**config.mk**
```make
export PLATFORM = sky130hd
export DESIGN_NAME = alu_exec_unit
export DESIGN_NICKNAME = d
export VERILOG_FILES = /design/src/rtl/alu_exec_unit.sv
export SDC_FILE = /design/constraint.sdc
export NUM_CORES = 1
export LEC_CHECK = 0
export CAP_MARGIN = 20
export CORE_MARGIN = 2
export CORE_UTILIZATION = 55
export DETAILED_ROUTE_END_ITERATION = 12
export HOLD_SLACK_MARGIN = 0.05
export PLACE_DENSITY_LB_ADDON = 0.3
export SLEW_MARGIN = 20
export SYNTH_ARGS = -nofsm -noshare
export SYNTH_HDL_FRONTEND = slang
export SYNTH_SLANG_ARGS = --single-unit
```
**constraint.sdc**
```tcl
create_clock -name clk -period 5.18 [get_ports clk]
set_input_delay 0.518 -clock clk [delete_from_list [all_inputs] [get_ports clk]]
set_output_delay 0.518 -clock clk [all_outputs]
set_load 0.02 [all_outputs]
```
**src/rtl/alu_exec_unit.sv**
```systemverilog
// Execute-stage ALU with a valid/ready handshake: single-cycle logic/arithmetic ops,
// plus iterative one-bit-per-cycle shifts and a radix-2 shift-add multiplier.
module alu_exec_unit #(
   parameter int WIDTH   = 32,
   parameter int SHAMT_W = 5
) (
   input  logic             clk,
   input  logic             reset,
   input  logic             valid_in,
   output logic             ready_out,
   input  logic [3:0]       ALUControl_in,
   input  logic [WIDTH-1:0] A_in,
   input  logic [WIDTH-1:0] B_in,
   output logic             valid_out,
   input  logic             ready_in,
   output logic [WIDTH-1:0] Result_out,
   output logic             Zero_out,
   output logic             Error_out
);

   // One extra bit so the counter can hold WIDTH itself for the multiply.
   localparam int CNT_W = SHAMT_W + 1;

   localparam logic [3:0] OP_AND = 4'b0000;
   localparam logic [3:0] OP_OR  = 4'b0001;
   localparam logic [3:0] OP_ADD = 4'b0010;
   localparam logic [3:0] OP_SUB = 4'b0110;
   localparam logic [3:0] OP_SLT = 4'b0111;
   localparam logic [3:0] OP_NOR = 4'b1100;
   localparam logic [3:0] OP_SLL = 4'b1000;
   localparam logic [3:0] OP_SRL = 4'b1001;
   localparam logic [3:0] OP_SRA = 4'b1010;
   localparam logic [3:0] OP_MUL = 4'b1011;

   typedef enum logic [1:0] {IDLE, BUSY, DONE} state_t;

   state_t           state_q,  state_d;
   logic [3:0]       op_q,     op_d;
   logic [WIDTH-1:0] work_q,   work_d;
   logic [WIDTH-1:0] mcand_q,  mcand_d;
   logic [WIDTH-1:0] mplier_q, mplier_d;
   logic [WIDTH-1:0] result_q, result_d;
   logic [CNT_W-1:0] cnt_q,    cnt_d;
   logic             zero_q,   zero_d;
   logic             error_q,  error_d;

   logic             accept;
   logic [WIDTH-1:0] alu_res;
   logic [WIDTH-1:0] step_res;

   assign ready_out  = (state_q == IDLE);
   assign valid_out  = (state_q == DONE);
   assign accept     = valid_in && ready_out;
   assign Result_out = result_q;
   assign Zero_out   = zero_q;
   assign Error_out  = error_q;

   // NOTE: every combinational output gets a default first so no path leaves it unassigned (no latch).
   always_comb begin
      alu_res = '0;
      case (ALUControl_in)
         OP_AND:  alu_res = A_in & B_in;
         OP_OR:   alu_res = A_in | B_in;
         OP_ADD:  alu_res = A_in + B_in;
         OP_SUB:  alu_res = A_in - B_in;
         OP_SLT:  alu_res[0] = ($signed(A_in) < $signed(B_in));
         OP_NOR:  alu_res = ~(A_in | B_in);
         default: alu_res = '0;
      endcase
   end

   // One iteration of the in-flight op; work_q is the shift value or the product accumulator.
   always_comb begin
      step_res = work_q;
      case (op_q)
         OP_SLL:  step_res = work_q << 1;
         OP_SRL:  step_res = work_q >> 1;
         OP_SRA:  step_res = {work_q[WIDTH-1], work_q[WIDTH-1:1]};
         OP_MUL:  step_res = work_q + (mplier_q[0] ? mcand_q : '0);
         default: step_res = work_q;
      endcase
   end

   always_comb begin
      state_d  = state_q;
      op_d     = op_q;
      work_d   = work_q;
      mcand_d  = mcand_q;
      mplier_d = mplier_q;
      result_d = result_q;
      cnt_d    = cnt_q;
      zero_d   = zero_q;
      error_d  = error_q;

      case (state_q)
         IDLE: begin
            if (accept) begin
               op_d    = ALUControl_in;
               error_d = 1'b0;
               case (ALUControl_in)
                  OP_SLL, OP_SRL, OP_SRA: begin
                     if (B_in[SHAMT_W-1:0] == '0) begin
                        result_d = A_in;
                        zero_d   = (A_in == '0);
                        state_d  = DONE;
                     end else begin
                        work_d  = A_in;
                        cnt_d   = CNT_W'(B_in[SHAMT_W-1:0]);
                        state_d = BUSY;
                     end
                  end
                  OP_MUL: begin
                     work_d   = '0;
                     mcand_d  = A_in;
                     mplier_d = B_in;
                     cnt_d    = CNT_W'(WIDTH);
                     state_d  = BUSY;
                  end
                  OP_AND, OP_OR, OP_ADD, OP_SUB, OP_SLT, OP_NOR: begin
                     result_d = alu_res;
                     zero_d   = (alu_res == '0);
                     state_d  = DONE;
                  end
                  default: begin
                     result_d = '0;
                     zero_d   = 1'b1;
                     error_d  = 1'b1;
                     state_d  = DONE;
                  end
               endcase
            end
         end

         BUSY: begin
            work_d   = step_res;
            mcand_d  = mcand_q << 1;
            mplier_d = mplier_q >> 1;
            cnt_d    = cnt_q - CNT_W'(1);
            if (cnt_q == CNT_W'(1)) begin
               result_d = step_res;
               zero_d   = (step_res == '0);
               state_d  = DONE;
            end
         end

         DONE: begin
            if (ready_in) state_d = IDLE;
         end

         default: state_d = IDLE;
      endcase
   end

   // NOTE: sequential state uses non-blocking assignments so every flop samples pre-edge values.
   always_ff @(posedge clk) begin
      if (reset) begin
         state_q  <= IDLE;
         op_q     <= '0;
         work_q   <= '0;
         mcand_q  <= '0;
         mplier_q <= '0;
         result_q <= '0;
         cnt_q    <= '0;
         zero_q   <= 1'b0;
         error_q  <= 1'b0;
      end else begin
         state_q  <= state_d;
         op_q     <= op_d;
         work_q   <= work_d;
         mcand_q  <= mcand_d;
         mplier_q <= mplier_d;
         result_q <= result_d;
         cnt_q    <= cnt_d;
         zero_q   <= zero_d;
         error_q  <= error_d;
      end
   end

endmodule

```
==> results.md <==
* Initial Util at 0.559
* Vias in the first global route at 15400
* Total GRT Usage at 0.386
* Post-CTS resize count at 0
* Syn avg cell area at between 7 and 8 µm²
* Fin. max-slew vios at 0
* R2r setup slk at between 0.5 and 0.6 ns
* PortBufs at 107
* Dpl cells at 2452
* Antenna diode count at 0
* Setup Total Neg Slack at 0 ns
* Top area cells in the synthesized netlist: dfxtp_1 20%, ha_1 12%, nand2_1 6.9%, nor2_1 6.8%, a21oi_1 6.8%
* DRT iter0 DRCs at between 1500 and 2000
* Cts hold-fix bufs at 0
* Sequential share of power at 0.321
* Critical Path Source Type: input pin
* RSZ-0062 raised after global routing: no
* Result of the run: finished clean
* Sw Share at 0.402
* HP Class: flip-flop to flip-flop
* Final Hold Fails at 0
* Clock share of power at 0.330
* DRT Pass-1 Iters at 6
* RR Endpoint: Zero_out
* Skew-Pair Late Insertion Delay at ~0.44 ns
* Crit path largest cell delay at between 0.6 and 0.7 ns
* Post-CTS setup buffer count at 0
* Reg-to-reg startpoint: mcand_q[0]
* Max-Slew Margin vs Limit at 0.341
* Critical path endpoint category: flip-flop
* PwrDens at 234 nW/µm²
* Reg2Reg Depth at 15
* Number of nets in the layout at roughly 2400
* Most used cell, CP: or4_1
* Top-area cell type share of the netlist area at 0.196
* Syn Nets at between 2000 and 2500
* Worst-case clock skew at between 0.015 and 0.02 ns
* Total clock sinks at roughly 140
* Yosys reg bits at 142
* Top Family by Delay on Critical Path: simple AND/OR/NAND/NOR gates
* Post-route antenna net violation count at 0
* GRT overflow at 0
* Final std cell area, no fill at approximately 17000 µm²
* Synth Cell Area at about 15000 µm²
* Gpl congestion at ~0.98
* H-tree depth at 4
* Largest net degree at the start of global routing at 92
* Clock slew at reported path FFs at ~0.07 ns
* Setup WS post-layout at around 0.44 ns
* DR vias at 16400
* Vert. Die Dim at ~170 µm
* Synth Flop Type: dfxtp_1
* Initial antenna violation count at 0
* TritonCTS clock tree: done
* Leakage at between 0.006 and 0.007 µW
* First-pass GRT wire length at roughly 86 mm
* WS Path Type: input pin to flip-flop
* Number of cells on the critical path at 16
* Critical Path RT at between 5 and 6 ns
* Vias/cell at around 6.6
* Cell accounting for the most synthesized area: dfxtp_1
* Worst Path Buf+Inv at 2
* Worst setup path end: Zero_out
* Wire per inst at between 20 and 25 µm
* FFs w/ async S/R, synth at 0
* Max-Cap Viols at 0
* Placeable Area at around 26000 µm²
* Share of layout cells above drive strength 1 at 0.0689
* Dpl ws at approximately 0.084 ns
* Cell internal pwr at approximately 2300 µW
* Worst setup path start: A_in[0]
* Boundary Pins at between 100 and 150
* Crit path cell chain: clkdlybuf4s50_1 -> inv_1 -> ha_1 -> fa_1 -> o21bai_1 -> o211ai_1 -> a2bb2oi_1 -> a211oi_1 -> or3_1 -> a31oi_1 -> nand2_1 -> or4_1 -> or4_1 -> nor4_1 -> a41oi_1 -> o21ai_1
* Max Root-Sink Buffers at 2
* WL final at 55.3 mm
* CTS root buffer: clkbuf_16
* Worst Path Max Fanout at 5
* Post-DP Area at between 15000 and 20000 µm²
* Fin crit share at 0.915
* Num CTS Buffers at 17
* Ys Warns at 0
* Min cycle time layout at approximately 4.7 ns
* Sw Pwr at around 1600 µW
* Worst ir drop on vdd at 226 µV
* Storage element area at roughly 2800 µm²
* Gate power share at 0.349
* Area grow syn2layout at 15.3%
* Final setup vio count at 0
* Post-synth EDFFs at 0
* Tightest Pin Transition at ~0.98 ns
* Die area at between 20000 and 30000 µm²
* FP Rows at just under 60
* Sequential-to-total area share from yosys stat at 0.196
* Post-route insts no fill at ~2500
* DP HPWL at 41.6 mm
* Fillers at around 2400
* Syn Inst Count at 2071
* WP data arrival at approximately 5 ns
* Slowest-stage cell, CP: clkdlybuf4s50_1
* Distinct cells, synth at 81
* Multi-input logic area at 10700 µm²
* Post-route DRC at 0
* Fmax at approximately 0.21 GHz
* Chip Width at 167 µm
## worst min-delay path by stage
stage	to	cells past startpoint	slack, ns	from
2_1_floorplan	op_q[2]	2	0.44	op_q[2]
3_3_place_gp	Result_out[2]	2	0.45	Result_out[2]
3_5_place_dp	op_q[3]	2	0.46	op_q[3]
4_1_cts	op_q[3]	2	0.47	op_q[3]
5_1_grt	op_q[2]	2	0.49	op_q[2]
6_report	op_q[3]	2	0.47	op_q[3]
## cell type report
cell class | instances | share of cell area
clock inverters | 15 | 0.0116
repair buffers | 192 | 0.102
clock buffers | 17 | 0.0254
well taps | 335 | 0.0250
multi-input cells | 1670 | 0.641
flip-flops and latches | 142 | 0.170
inverters | 113 | 0.0253
## synth_stat cells, types with 20 or more instances
cell and number:
nand2_1 266, nor2_1 265, a21oi_1 197, dfxtp_1 142, ha_1 141, clkbuf_1 117, inv_1 112, o21ai_0 76
a311oi_1 73, a211oi_1 69, nor3_1 42, xnor2_1 40, and2_1 35, nor2b_1 29, a221oi_1 28, nor4_1 28
o211ai_1 27, nand3_1 26, a22oi_1 24, o31ai_1 24, nand4_1 21, a31oi_1 20
## sequential cells by signal, indices dropped and copies added, names as in the netlist
name and flops:
Result_out 32, state_q 2, Zero_out 1, mplier_q 32
cnt_q 6, op_q 4, Error_out 1, work_q 32
mcand_q 32
## worst register-to-register path: cells and delay by family, from the launching register on
family,cells,cell delay [ns]
DFF,1,0.33
and+or+nand+nor,8,2.47
adders and majority gates,2,0.66
AOI/OAI and AO/OA,2,0.43
muxes,3,0.67
## per-layer routing
layer  part of all wire  wire length (µm)  GRT usage  vias up
met5                  0                 0          0        -
met4              0.034              1900      0.141        0
met3              0.090              4990     0.0587      122
met2               0.45             25100      0.616      863
met1               0.42             23300      0.529     7788
li1                   -                 -          -     7676
## cells in the final DEF, fill, tap and decap left out, drive strengths merged, types with 14 or more instances in the layout
cell type	count
nor2b	29
ha	141
nor2	265
xnor2	40
nand4	21
buf	86
o21ai	78
dfxtp	142
a22oi	24
nor4	28
a221oi	29
nor3	42
a21o	14
clkbuf	17
and2	35
o211ai	27
nand3	26
o31ai	24
nand2b	15
clkdlybuf4s50	106
mux2i	18
a221o	15
a211oi	72
a311oi	73
a21oi	198
o21a	14
nand2	266
a31oi	20
inv	117
xor2	15
## stage by stage
stage	hold slack [ns]	util	power [µW]
2_1_floorplan	0.445	-	2120
3_3_place_gp	0.446	0.621	2590
3_5_place_dp	0.459	0.621	2610
4_1_cts	0.468	0.644	3880
5_1_grt	0.493	0.644	4080
6_report	0.470	0.644	3920
## logic make-up (layout without fill, tap and decap cells)
| kind of cell | Yosys count | in the layout | share of synthesized area |
|---|---|---|---|
| compound gates | 677 | 677 | 0.322 |
| xor+xnor | 55 | 55 | 0.0332 |
| fa+ha+maj | 144 | 144 | 0.126 |
| buf+inv | 259 | 337 | 0.0689 |
| flops | 142 | 142 | 0.196 |
| mux | 23 | 23 | 0.0163 |
| simple gates | 771 | 771 | 0.239 |
## power groups by stage
stage | combinational (µW) | clock [µW] | sequential, µW
floorplan | 850 | 0 | 1270
CTS | 1340 | 1290 | 1250
global route | 1480 | 1340 | 1270
global placement | 1310 | 0 | 1280
detailed placement | 1330 | 0 | 1280
finish | 1370 | 1290 | 1260
Note: power is estimated with default switching activity, not from simulation.
